**config.mk**
```make
export PLATFORM = sky130hd
export DESIGN_NAME = moving_average_filter
export DESIGN_NICKNAME = d
export VERILOG_FILES = /design/src/rtl/moving_average_filter_pkg.sv /design/src/rtl/moving_average_filter_ring_buffer.sv /design/src/rtl/moving_average_filter.sv
export SDC_FILE = /design/constraint.sdc
export NUM_CORES = 1
export LEC_CHECK = 0
export BUFFER_PORTS_ARGS = -buffer_cell sky130_fd_sc_hd__buf_4
export CAP_MARGIN = 20
export CORE_MARGIN = 4
export CORE_UTILIZATION = 55
export DETAILED_ROUTE_END_ITERATION = 12
export HOLD_SLACK_MARGIN = 0.15
export PLACE_DENSITY = 0.73
export SLEW_MARGIN = 20
export SYNTH_ARGS = -nofsm -noshare
export SYNTH_HDL_FRONTEND = slang
export SYNTH_SLANG_ARGS = --single-unit
```
**constraint.sdc**
```tcl
create_clock -name clk -period 8.6 [get_ports clk]
set_clock_uncertainty 0.2 [all_clocks]
set_input_delay 0.86 -clock clk [delete_from_list [all_inputs] [get_ports clk]]
set_output_delay 0.86 -clock clk [all_outputs]
set_load 0.01 [all_outputs]
```
**src/rtl/moving_average_filter_pkg.sv**
```systemverilog
// Shared constants for the boxcar averager: rounding-mode codes and the
// default-configuration window/sum sizes.
package moving_average_filter_pkg;
   localparam int ROUND_TRUNC   = 0;
   localparam int ROUND_HALF_UP = 1;

   localparam int DEF_DATA_W   = 8;
   localparam int DEF_LOG2_WIN = 3;
   localparam int WIN          = 1 << DEF_LOG2_WIN;
   localparam int SUM_W        = DEF_DATA_W + DEF_LOG2_WIN;
endpackage

```
**src/rtl/moving_average_filter_ring_buffer.sv**
```systemverilog
// Circular sample store for the averager. Returns the entry about to be
// overwritten (the oldest sample) combinationally; zeroed synchronously.
module ma_ring_buffer
   import moving_average_filter_pkg::*;
#(
   parameter int DATA_W   = DEF_DATA_W,
   parameter int LOG2_WIN = DEF_LOG2_WIN
) (
   input  logic              clk,
   input  logic              i_zero,
   input  logic              i_wr_en,
   input  logic [DATA_W-1:0] i_wdata,
   output logic [DATA_W-1:0] o_oldest
);
   localparam int WIN = 1 << LOG2_WIN;

   logic [DATA_W-1:0]   r_buf [WIN];
   logic [LOG2_WIN-1:0] r_wptr;

   assign o_oldest = r_buf[r_wptr];

   // Pointer width equals log2 of the window, so increment wraps by itself.
   always_ff @(posedge clk) begin
      if (i_zero) begin
         r_wptr <= '0;
         for (int i = 0; i < WIN; i++) r_buf[i] <= '0;
      end else if (i_wr_en) begin
         r_buf[r_wptr] <= i_wdata;
         r_wptr        <= r_wptr + 1'b1;
      end
   end
endmodule

```
**src/rtl/moving_average_filter.sv**
```systemverilog
// Streaming moving-average filter over the last 2^LOG2_WIN accepted samples,
// using a running sum (one add, one subtract per sample) and 1-cycle latency.
module moving_average_filter
   import moving_average_filter_pkg::*;
#(
   parameter int DATA_W     = DEF_DATA_W,
   parameter int LOG2_WIN   = DEF_LOG2_WIN,
   parameter int ROUND_MODE = ROUND_HALF_UP
) (
   input  logic                clk,
   input  logic                reset,
   input  logic                in_valid,
   input  logic [DATA_W-1:0]   data,
   input  logic                clear,
   output logic                valid,
   output logic [DATA_W-1:0]   out,
   output logic [LOG2_WIN:0]   fill
);
   localparam int WIN   = 1 << LOG2_WIN;
   localparam int SUM_W = DATA_W + LOG2_WIN;
   localparam logic [SUM_W:0]    RND      = (ROUND_MODE == ROUND_HALF_UP) ?
                                             (SUM_W+1)'(WIN / 2) : '0;
   localparam logic [LOG2_WIN:0] FILL_MAX = (LOG2_WIN+1)'(WIN);

   logic [SUM_W-1:0]  r_sum;
   logic [LOG2_WIN:0] r_fill;
   logic              r_valid;
   logic [DATA_W-1:0] r_out;

   logic              w_zero;
   logic              w_accept;
   logic [DATA_W-1:0] w_oldest;
   logic [SUM_W-1:0]  w_sum_next;
   logic [LOG2_WIN:0] w_fill_next;

   // The extra adder bit keeps sum + R from wrapping before the shift.
   function automatic logic [DATA_W-1:0] f_avg(input logic [SUM_W-1:0] s);
      logic [SUM_W:0] t;
      t = {1'b0, s} + RND;
      return DATA_W'(t >> LOG2_WIN);
   endfunction

   assign w_zero      = reset | clear;
   assign w_accept    = in_valid & ~w_zero;
   assign w_sum_next  = r_sum + SUM_W'(data) - SUM_W'(w_oldest);
   assign w_fill_next = (r_fill == FILL_MAX) ? r_fill : r_fill + 1'b1;

   ma_ring_buffer #(
      .DATA_W   (DATA_W),
      .LOG2_WIN (LOG2_WIN)
   ) u_ring (
      .clk      (clk),
      .i_zero   (w_zero),
      .i_wr_en  (w_accept),
      .i_wdata  (data),
      .o_oldest (w_oldest)
   );

   always_ff @(posedge clk) begin
      if (w_zero) begin
         r_sum   <= '0;
         r_fill  <= '0;
         r_valid <= 1'b0;
         r_out   <= '0;
      end else if (w_accept) begin
         r_sum  <= w_sum_next;
         r_fill <= w_fill_next;
         if (w_fill_next == FILL_MAX) begin
            r_out   <= f_avg(w_sum_next);
            r_valid <= 1'b1;
         end else begin
            r_valid <= 1'b0;
         end
      end else begin
         r_valid <= 1'b0;
      end
   end

   assign valid = r_valid;
   assign out   = r_out;
   assign fill  = r_fill;
endmodule

```
==> impl_results.html, run 1 <==
<table>
<tr><th>Metric</th><th>Value</th></tr>
<tr><th colspan="2">Outcome</th></tr>
<tr><td>Status</td><td>finished, final reports clean</td></tr>
<tr><th colspan="2">Power and ir drop</th></tr>
<tr><td>Cell leakage power</td><td>0.00207 uW</td></tr>
<tr><td>Power density over cell area</td><td>199 nW/um^2</td></tr>
<tr><td>Post-layout power</td><td>1080 uW</td></tr>
<tr><td>Peak supply drop</td><td>0.000116 V</td></tr>
<tr><th colspan="2">STA</th></tr>
<tr><td>Final Hold Violating Endpoints</td><td>0</td></tr>
<tr><td>Ratio of final minimum period to clock period</td><td>49.6%</td></tr>
<tr><td>Slew at the pin with the worst max-slew slack</td><td>872 ps</td></tr>
<tr><td>Fin. max-slew vios</td><td>0</td></tr>
<tr><td>Final count of negative-setup-slack endpoints</td><td>0</td></tr>
<tr><td>Post-Route Setup TNS</td><td>0 ps</td></tr>
<tr><td>Unrepaired setup endpoints after global routing</td><td>no</td></tr>
<tr><td>Worst hold slack across all endpoints</td><td>301 ps</td></tr>
<tr><td>Relative max-transition margin</td><td>41.8%</td></tr>
<tr><td>Final min period</td><td>4270 ps</td></tr>
<tr><td>Fmax</td><td>0.234 GHz</td></tr>
<tr><th colspan="2">GRT</th></tr>
<tr><td>First-pass GRT wire length</td><td>17600 um</td></tr>
<tr><td>Pin count of the biggest net entering global routing</td><td>37</td></tr>
<tr><td>Global-route usage over all layers</td><td>22.1%</td></tr>
<tr><td>Initial antenna violation count</td><td>0</td></tr>
<tr><td>Vias in the first global route</td><td>3412</td></tr>
<tr><td>Overall overflow remaining after global route</td><td>0</td></tr>
<tr><th colspan="2">Synth</th></tr>
<tr><td>Simple logic cell fraction of the synthesized area</td><td>15.1%</td></tr>
<tr><td>Adder-cell share of the synthesized area</td><td>6.98%</td></tr>
<tr><td>Mean instance size in the synthesized netlist</td><td>11.9 um^2</td></tr>
<tr><td>Leading area contributor after synthesis</td><td>sky130_fd_sc_hd__edfxtp_1</td></tr>
<tr><td>Portion of netlist area occupied by mux cells</td><td>11.7%</td></tr>
<tr><td>Fraction of the mapped netlist area in compound gates</td><td>7.49%</td></tr>
<tr><td>Top-area cell type share of the netlist area</td><td>38.6%</td></tr>
<tr><td>Number of flops mapped to enable cells by yosys</td><td>64</td></tr>
<tr><td>Yosys warns</td><td>0</td></tr>
<tr><td>Post-synthesis sequential area ratio</td><td>50.7%</td></tr>
<tr><td>Number of distinct standard cells referenced by the synthesized netlist</td><td>52</td></tr>
<tr><td>Most frequent cells after synthesis</td><td>sky130_fd_sc_hd__edfxtp_1 (64), sky130_fd_sc_hd__inv_1 (39), sky130_fd_sc_hd__nor4_1 (36), sky130_fd_sc_hd__dfxtp_1 (30)</td></tr>
<tr><td>Main area contributors after synthesis</td><td>sky130_fd_sc_hd__edfxtp_1 (39%), sky130_fd_sc_hd__dfxtp_1 (12%), sky130_fd_sc_hd__mux4_2 (7.2%), sky130_fd_sc_hd__nor4_1 (4.5%), sky130_fd_sc_hd__ha_1 (3.8%)</td></tr>
<tr><td>Fraction of registers with async set or reset after synthesis</td><td>0%</td></tr>
<tr><td>Most instantiated library cell after synthesis</td><td>sky130_fd_sc_hd__edfxtp_1</td></tr>
<tr><td>Post-synth design cell area</td><td>4980 um^2</td></tr>
<tr><td>Share of the synthesized netlist area taken by xor and xnor gates</td><td>3.12%</td></tr>
<tr><td>Seq cells post-synth</td><td>94</td></tr>
<tr><td>Net count of the mapped netlist</td><td>454</td></tr>
<tr><td>Post-synth top flop</td><td>sky130_fd_sc_hd__edfxtp_1</td></tr>
<tr><td>Combinational family with the most area after synthesis</td><td>simple AND/OR/NAND/NOR gates</td></tr>
<tr><td>Post-synthesis cell count</td><td>419</td></tr>
<tr><th colspan="2">Setup path</th></tr>
<tr><td>CP Cell Sequence</td><td>mux4_2 -&gt; mux2_2 -&gt; fa_1 -&gt; inv_1 -&gt; ha_1 -&gt; a21o_2 -&gt; a21oi_1 -&gt; xnor2_1 -&gt; ha_1 -&gt; and3b_1 -&gt; and4_4 -&gt; nand4_1 -&gt; a31oi_1</td></tr>
<tr><td>Largest driver fanout on the critical path</td><td>16</td></tr>
<tr><td>Slowest CP cell</td><td>sky130_fd_sc_hd__dfxtp_2</td></tr>
<tr><td>Data arrival time at the worst-slack endpoint</td><td>4350 ps</td></tr>
<tr><td>Worst Setup Path Type</td><td>reg2reg</td></tr>
<tr><td>Req. time, crit path</td><td>8690 ps</td></tr>
<tr><td>Most frequent cell on the critical path</td><td>sky130_fd_sc_hd__ha_1</td></tr>
<tr><td>Crit. End Element</td><td>flip-flop</td></tr>
<tr><td>Max incr delay on CP</td><td>720 ps</td></tr>
<tr><td>Nature of the critical path startpoint</td><td>flip-flop</td></tr>
<tr><th colspan="2">Placed design</th></tr>
<tr><td>Final Wtd Congestion</td><td>0.829</td></tr>
<tr><td>Detailed Place HPWL</td><td>7360 um</td></tr>
<tr><td># port buffers</td><td>24</td></tr>
<tr><td>Area after DPL</td><td>5270 um^2</td></tr>
<tr><th colspan="2">Run</th></tr>
<tr><td>Number of maximum-capacitance constraint violations</td><td>0</td></tr>
<tr><th colspan="2">CTS</th></tr>
<tr><td>Buffer cell driving the clock tree root</td><td>sky130_fd_sc_hd__clkbuf_8</td></tr>
<tr><td>Hold-fix buffers, CTS</td><td>0</td></tr>
<tr><td>TritonCTS clock tree</td><td>done</td></tr>
<tr><td>Max clock buf depth</td><td>2</td></tr>
<tr><td>Total clock sinks</td><td>94</td></tr>
<tr><td>TritonCTS buffer count</td><td>9</td></tr>
<tr><td>Clock insertion delay at the later pin of the skew report</td><td>350 ps</td></tr>
<tr><td>Count of H-tree levels built during CTS</td><td>3</td></tr>
<tr><td>Clock transition at the register clock pins on the worst setup and hold paths after CTS</td><td>100 ps</td></tr>
<tr><td>Count of instances resized after the clock tree is built</td><td>0</td></tr>
<tr><td>Buffer count from post-CTS setup fixing</td><td>0</td></tr>
<tr><th colspan="2">Finish</th></tr>
<tr><td>Utilization after layout</td><td>62.2%</td></tr>
<tr><td>Fraction of layout instances using a drive strength above 1</td><td>20.2%</td></tr>
<tr><td>Post-route cell area</td><td>5450 um^2</td></tr>
<tr><td>FILL cells</td><td>709</td></tr>
<tr><td>Net count reported at finish</td><td>475</td></tr>
<tr><td>Area added between synthesis and finish</td><td>9.40%</td></tr>
<tr><td>Number of inserted diodes</td><td>0</td></tr>
<tr><th colspan="2">Die</th></tr>
<tr><td>Std-Cell Core Area</td><td>8760 um^2</td></tr>
<tr><td>DIE HEIGHT</td><td>103 um</td></tr>
<tr><td>Die footprint</td><td>10600 um^2</td></tr>
<tr><td>Floorplan row count</td><td>34</td></tr>
<tr><td>Starting Density</td><td>56.8%</td></tr>
<tr><td>Number of placed I/O pins</td><td>25</td></tr>
<tr><td>Die outline width</td><td>103 um</td></tr>
<tr><th colspan="2">Drt</th></tr>
<tr><td>Average vias per placed instance</td><td>5.97</td></tr>
<tr><td>Drt pass-1 iters</td><td>5</td></tr>
<tr><td>Wire per inst</td><td>19.2 um</td></tr>
<tr><td>Drt total wl</td><td>10600 um</td></tr>
<tr><td>Post-route DRC violation count</td><td>0</td></tr>
<tr><td>Remaining number of nets flagged by the antenna check after routing</td><td>0</td></tr>
<tr><td>Count of routing violations after the opening detailed-route iteration</td><td>242</td></tr>
<tr><td>Vias after detailed routing</td><td>3304</td></tr>
<tr><th colspan="2">Min path</th></tr>
<tr><td>Worst Hold Class</td><td>reg2reg</td></tr>
</table>
==> through the flow <==
| step | worst slack (ps) | instances |
|---|---|---|
| 2_1_floorplan | 4450 | 419 |
| 3_3_place_gp | 4010 | 537 |
| 3_5_place_dp | 3910 | 537 |
| 4_1_cts | 3880 | 553 |
| 5_1_grt | 4010 | 553 |
| 6_report | 4330 | 553 |
==> cells in the final DEF, fill, tap and decap left out, drive strengths merged, types with 9 or more instances in the layout <==
cell type,count
mux2,9
nor2,26
dfxtp,30
ha,15
nor3,11
nand2,13
buf,33
clkbuf,11
o21ai,9
edfxtp,64
a211oi,10
mux2i,12
mux4,16
nor4,36
a21oi,10
and2,27
inv,42
==> sequential cells by signal, summed over array words and instances, names as in the netlist, named ones only <==
register and cells:
valid 1, fill 4, r_sum 11, u_ring.r_wptr 3, out 8, u_ring.r_buf 64
==> metal layers <==
layer	GRT usage [%]	up-vias	wire, um
li1	-	1577	-
met1	29.8	1608	4590
met2	36.6	108	5230
met3	3.25	11	641
met4	7.67	0	161
met5	0	-	0
==> critical path: cells and delay by family (launching register included) <==
kind                       cells  cell delay, ps
and+or+nand+nor                3             530
adders and majority gates      3            1040
xor gates and xnor gates       1             210
muxes                          2             870
DFF                            1             720
AOI/OAI and AO/OA              3             530
buffers and inverters          1              70
==> worst paths after layout <==
check	start	to	slack (ps)	depth (start not counted)
worst max-delay path	flip-flop	out[7]	4330	13
worst min-delay path	r_sum[2]	r_sum[2]	300	2
worst max register to register	flip-flop	out[7]	4330	13
worst min register to register	r_sum[2]	r_sum[2]	300	2
==> layout make-up <==
| type | count | area (um^2) | area share [%] |
|---|---|---|---|
| clock buffer | 11 | 141 | 2.60 |
| clock inverter | 5 | 31.3 | 0.574 |
| inverter | 40 | 150 | 2.76 |
| multi-input combinational | 262 | 2220 | 40.7 |
| sequential | 94 | 2520 | 46.3 |
| tap | 108 | 135 | 2.48 |
| timing repair buffer | 33 | 248 | 4.55 |
==> cells by family after synthesis <==
logic type	count (synthesis)
xor gates and xnor gates	16
muxes	37
buffers and inverters	63
DFF	94
and+or+nand+nor	137
AOI/OAI and AO/OA	49
adders and majority gates	23
==> power breakdown <==
group          leakage, uW  switching, uW  total [uW]  internal [uW]
clock network    0.0000877            154         268            113
logic              0.00102            177         303            126
registers         0.000957           11.6         513            501
total              0.00207            343        1080            740
(Power assumes the default switching activity.)
==> inputs of run 2 (changes only) <==
Settings changed: ABC_AREA set to 1.
Clock period 8.6 ns to 4.4 ns, I/O delays scaled along.
==> impl_results.html, run 2 <==
<table>
<tr><th>Metric</th><th>Value</th></tr>
<tr><th colspan="2">Drt</th></tr>
<tr><td>Remaining number of nets flagged by the antenna check after routing</td><td>0 (unchanged)</td></tr>
<tr><td>Drt pass-1 iters</td><td>5 (unchanged)</td></tr>
<tr><td>Wire per inst</td><td>15.9 um (-17%)</td></tr>
<tr><td>Count of routing violations after the opening detailed-route iteration</td><td>311 (+29%)</td></tr>
<tr><td>Drt total wl</td><td>11600 um (+8.9%)</td></tr>
<tr><td>Vias after detailed routing</td><td>3970 (+20%)</td></tr>
<tr><td>Average vias per placed instance</td><td>5.46 (-8.6%)</td></tr>
<tr><td>Post-route DRC violation count</td><td>0 (unchanged)</td></tr>
<tr><th colspan="2">STA</th></tr>
<tr><td>Final count of negative-setup-slack endpoints</td><td>0 (unchanged)</td></tr>
<tr><td>Fin. max-slew vios</td><td>0 (unchanged)</td></tr>
<tr><td>Fmax</td><td>0.256 GHz (+9.2%)</td></tr>
<tr><td>Relative max-transition margin</td><td>51.6% (+9.8 points)</td></tr>
<tr><td>Final Hold Violating Endpoints</td><td>0 (unchanged)</td></tr>
<tr><td>Unrepaired setup endpoints after global routing</td><td>no</td></tr>
<tr><td>Post-Route Setup TNS</td><td>0 ps (unchanged)</td></tr>
<tr><td>Final min period</td><td>3910 ps (-358 ps)</td></tr>
<tr><td>Ratio of final minimum period to clock period</td><td>88.9% (+39 points)</td></tr>
<tr><td>Slew at the pin with the worst max-slew slack</td><td>726 ps (-147 ps)</td></tr>
<tr><th colspan="2">Setup path</th></tr>
<tr><td>Slowest CP cell</td><td>sky130_fd_sc_hd__inv_1</td></tr>
<tr><td>Max incr delay on CP</td><td>490 ps (-230 ps)</td></tr>
<tr><td>CP Cell Sequence</td><td>inv_1 -&gt; o21ai_0 -&gt; o22ai_1 -&gt; nor2_1 -&gt; a31oi_1 -&gt; fa_1 -&gt; inv_1 -&gt; ha_1 -&gt; nand3_1 -&gt; nand3_2 -&gt; xor2_2 -&gt; ha_1 -&gt; inv_1 -&gt; nor2_2 -&gt; nand2_2 -&gt; o21ai_0 -&gt; nand3_1 -&gt; nand2_1 -&gt; inv_1</td></tr>
<tr><td>Most frequent cell on the critical path</td><td>sky130_fd_sc_hd__inv_1</td></tr>
<tr><td>Crit-path leading delay family</td><td>adder cells</td></tr>
<tr><td>Largest driver fanout on the critical path</td><td>28 (+12)</td></tr>
<tr><td>Req. time, crit path</td><td>4470 ps (-4220 ps)</td></tr>
<tr><td>Crit. End Element</td><td>flip-flop</td></tr>
<tr><td>Worst Setup Path Type</td><td>reg2reg</td></tr>
<tr><td>Buf/Inv on CP</td><td>4 (+3)</td></tr>
<tr><td>Nature of the critical path startpoint</td><td>flip-flop</td></tr>
<tr><td>Data arrival time at the worst-slack endpoint</td><td>3980 ps (-370 ps)</td></tr>
<tr><th colspan="2">Synth</th></tr>
<tr><td>Post-synthesis sequential area ratio</td><td>50.7% (+0.051 points)</td></tr>
<tr><td>Number of distinct standard cells referenced by the synthesized netlist</td><td>33 (-37%)</td></tr>
<tr><td>Net count of the mapped netlist</td><td>622 (+37%)</td></tr>
<tr><td>Mean instance size in the synthesized netlist</td><td>8.47 um^2 (-29%)</td></tr>
<tr><td>Most frequent cells after synthesis</td><td>sky130_fd_sc_hd__nor2_1 (152), sky130_fd_sc_hd__inv_1 (80), sky130_fd_sc_hd__nand2_1 (69), sky130_fd_sc_hd__edfxtp_1 (64), sky130_fd_sc_hd__o21ai_0 (47)</td></tr>
<tr><td>Fraction of registers with async set or reset after synthesis</td><td>0% (unchanged)</td></tr>
<tr><td>Post-synthesis cell count</td><td>587 (+40%)</td></tr>
<tr><td>Leading area contributor after synthesis</td><td>sky130_fd_sc_hd__edfxtp_1</td></tr>
<tr><td>Post-synth design cell area</td><td>4970 um^2 (-0.10%)</td></tr>
<tr><td>Yosys warns</td><td>0 (unchanged)</td></tr>
<tr><td>Most instantiated library cell after synthesis</td><td>sky130_fd_sc_hd__nor2_1</td></tr>
<tr><td>Top-area cell type share of the netlist area</td><td>38.6% (+0.039 points)</td></tr>
<tr><td>Seq cells post-synth</td><td>94 (unchanged)</td></tr>
<tr><td>Number of flops mapped to enable cells by yosys</td><td>64 (unchanged)</td></tr>
<tr><td>Post-synth top flop</td><td>sky130_fd_sc_hd__edfxtp_1</td></tr>
<tr><td>Main area contributors after synthesis</td><td>sky130_fd_sc_hd__edfxtp_1 (39%), sky130_fd_sc_hd__dfxtp_1 (12%), sky130_fd_sc_hd__nor2_1 (11%), sky130_fd_sc_hd__inv_1 (6.0%), sky130_fd_sc_hd__nand2_1 (5.2%)</td></tr>
<tr><th colspan="2">Die</th></tr>
<tr><td>DIE HEIGHT</td><td>103 um (about the same)</td></tr>
<tr><td>Starting Density</td><td>56.8% (-0.057 points)</td></tr>
<tr><td>Std-Cell Core Area</td><td>8760 um^2 (unchanged)</td></tr>
<tr><td>Die footprint</td><td>10600 um^2 (about the same)</td></tr>
<tr><td>Die outline width</td><td>103 um (about the same)</td></tr>
<tr><td>Number of placed I/O pins</td><td>25 (unchanged)</td></tr>
<tr><td>Floorplan row count</td><td>34 (unchanged)</td></tr>
<tr><th colspan="2">GRT</th></tr>
<tr><td>Global-route usage over all layers</td><td>23.2% (+1.1 points)</td></tr>
<tr><td>First-pass GRT wire length</td><td>18700 um (+6.2%)</td></tr>
<tr><td>Initial antenna violation count</td><td>0 (unchanged)</td></tr>
<tr><td>Vias in the first global route</td><td>3836 (+12%)</td></tr>
<tr><td>Overall overflow remaining after global route</td><td>0 (unchanged)</td></tr>
<tr><td>Pin count of the biggest net entering global routing</td><td>33 (-11%)</td></tr>
<tr><th colspan="2">Finish</th></tr>
<tr><td>Footprint of the flip-flops and latches</td><td>2520 um^2 (about the same)</td></tr>
<tr><td>Net count reported at finish</td><td>649 (+37%)</td></tr>
<tr><td>Commonest non-fill, non-tap cell in the layout</td><td>sky130_fd_sc_hd__nor2_1</td></tr>
<tr><td>FILL cells</td><td>785 (+11%)</td></tr>
<tr><td>Most flops, register</td><td>u_ring.r_buf</td></tr>
<tr><td>Number of inserted diodes</td><td>0 (unchanged)</td></tr>
<tr><td>Commonest non-fill, non-tap cells in the layout</td><td>sky130_fd_sc_hd__nor2_1 (152), sky130_fd_sc_hd__inv_1 (80), sky130_fd_sc_hd__nand2_1 (69)</td></tr>
<tr><td>Fraction of layout instances using a drive strength above 1</td><td>12.3% (-7.9 points)</td></tr>
<tr><td>Flip-flop count of the largest register after layout</td><td>64 (unchanged)</td></tr>
<tr><td>Area of combinational cells with multiple inputs</td><td>2040 um^2 (-7.8%)</td></tr>
<tr><td>Area added between synthesis and finish</td><td>10.1%</td></tr>
<tr><th colspan="2">Min path</th></tr>
<tr><td>HP Start</td><td>r_sum[0]</td></tr>
<tr><td>Worst Hold Class</td><td>reg2reg</td></tr>
<tr><th colspan="2">CTS</th></tr>
<tr><td>Clock transition at the register clock pins on the worst setup and hold paths after CTS</td><td>100 ps (about the same)</td></tr>
<tr><td>TritonCTS buffer count</td><td>9 (unchanged)</td></tr>
<tr><td>Total clock sinks</td><td>94 (unchanged)</td></tr>
<tr><td>Max clock buf depth</td><td>2 (unchanged)</td></tr>
<tr><td>Buffer cell driving the clock tree root</td><td>sky130_fd_sc_hd__clkbuf_8</td></tr>
<tr><td>Buffer count from post-CTS setup fixing</td><td>0 (unchanged)</td></tr>
<tr><td>Clock insertion delay at the later pin of the skew report</td><td>360 ps (about the same)</td></tr>
<tr><td>Count of H-tree levels built during CTS</td><td>3 (unchanged)</td></tr>
<tr><td>TritonCTS clock tree</td><td>done</td></tr>
<tr><th colspan="2">Power and ir drop</th></tr>
<tr><td>Cell leakage power</td><td>0.00247 uW (+20%)</td></tr>
<tr><td>Post-layout power</td><td>2180 uW (+100%)</td></tr>
<tr><td>Power density over cell area</td><td>398 nW/um^2 (+100%)</td></tr>
<tr><td>Peak supply drop</td><td>0.000201 V (+73%)</td></tr>
<tr><th colspan="2">Placed design</th></tr>
<tr><td>Final Wtd Congestion</td><td>0.945 (+14%)</td></tr>
<tr><td>Detailed Place HPWL</td><td>8300 um (+13%)</td></tr>
<tr><td># port buffers</td><td>24 (unchanged)</td></tr>
<tr><th colspan="2">Outcome</th></tr>
<tr><td>Status</td><td>finished, final reports clean</td></tr>
<tr><th colspan="2">Run</th></tr>
<tr><td>Number of maximum-capacitance constraint violations</td><td>0 (unchanged)</td></tr>
</table>
[run 2: cell count changes after synthesis, moves of 22 or more]
| cell | delta |
|---|---|
| sky130_fd_sc_hd__and2_1 | -26 |
| sky130_fd_sc_hd__inv_1 | +41 |
| sky130_fd_sc_hd__nand2_1 | +56 |
| sky130_fd_sc_hd__nand3_1 | +22 |
| sky130_fd_sc_hd__nor2_1 | +126 |
| sky130_fd_sc_hd__nor4_1 | -36 |
| sky130_fd_sc_hd__o21ai_0 | +41 |
[run 2: cell type report]
class / count / area share, %
flip-flops and latches: 94 / 46.1
clock buffers: 9 / 2.26
multi-input cells: 389 / 37.3
well taps: 108 / 2.47
clock inverters: 7 / 1.49
repair buffers: 31 / 4.30
inverters: 89 / 6.10
[run 2: metrics by stage]
stage                     worst slack, ps  area, um^2  hold WS (ps)  utilization, %  std cells
after floorplan                      1080        4970           240               -        587
after detailed placement              534        5260           262            60.0        710
final                                 490        5480           277            62.5        727
after global routing                  144        5480           314            62.5        727
after CTS                             526        5480           280            62.5        727
after global placement                650        5260           261            60.0        710
[run 2: timing repair]
item	in CTS	in global routing
resized for setup	0	0
hold endpoints to repair	3	0
setup endpoints to repair	0	0
hold buffers	1	0
[run 2: report_power, final]
| part | total, uW | internal [uW] | switching [uW] |
|---|---|---|---|
| logic | 579 | 190 | 389 |
| clock network | 607 | 272 | 335 |
| registers | 994 | 979 | 15.9 |
| total | 2180 | 1440 | 740 |
[run 2: kinds of logic (layout without fill, tap and decap cells)]
group	Yosys count	count (layout)	synth area share, %
flops	94	94	50.7
buf+inv	104	136	8.20
fa+ha+maj	23	23	6.99
xor+xnor	6	6	1.21
compound gates	79	79	8.65
simple gates	281	281	24.2
[run 2: final timing paths]
path	end	slack, ps	cells after the start
setup / recovery	out[5]	490	19
hold / removal	r_sum[0]	280	2
setup reg to reg	out[5]	490	19
hold reg to reg	r_sum[0]	280	2
[run 2: tightest hold or removal path, stage by stage, from the launching register on]
cell	delay [ps]
sky130_fd_sc_hd__dfxtp_1	310
sky130_fd_sc_hd__inv_1	60
sky130_fd_sc_hd__a211oi_1	60
[run 2: metal layers]
| layer | GRT usage [%] | share of wire [%] |
|---|---|---|
| met5 | 0 | 0 |
| met4 | 7.47 | 1.7 |
| met3 | 3.99 | 6.1 |
| met2 | 36.3 | 46 |
| met1 | 33.0 | 46 |
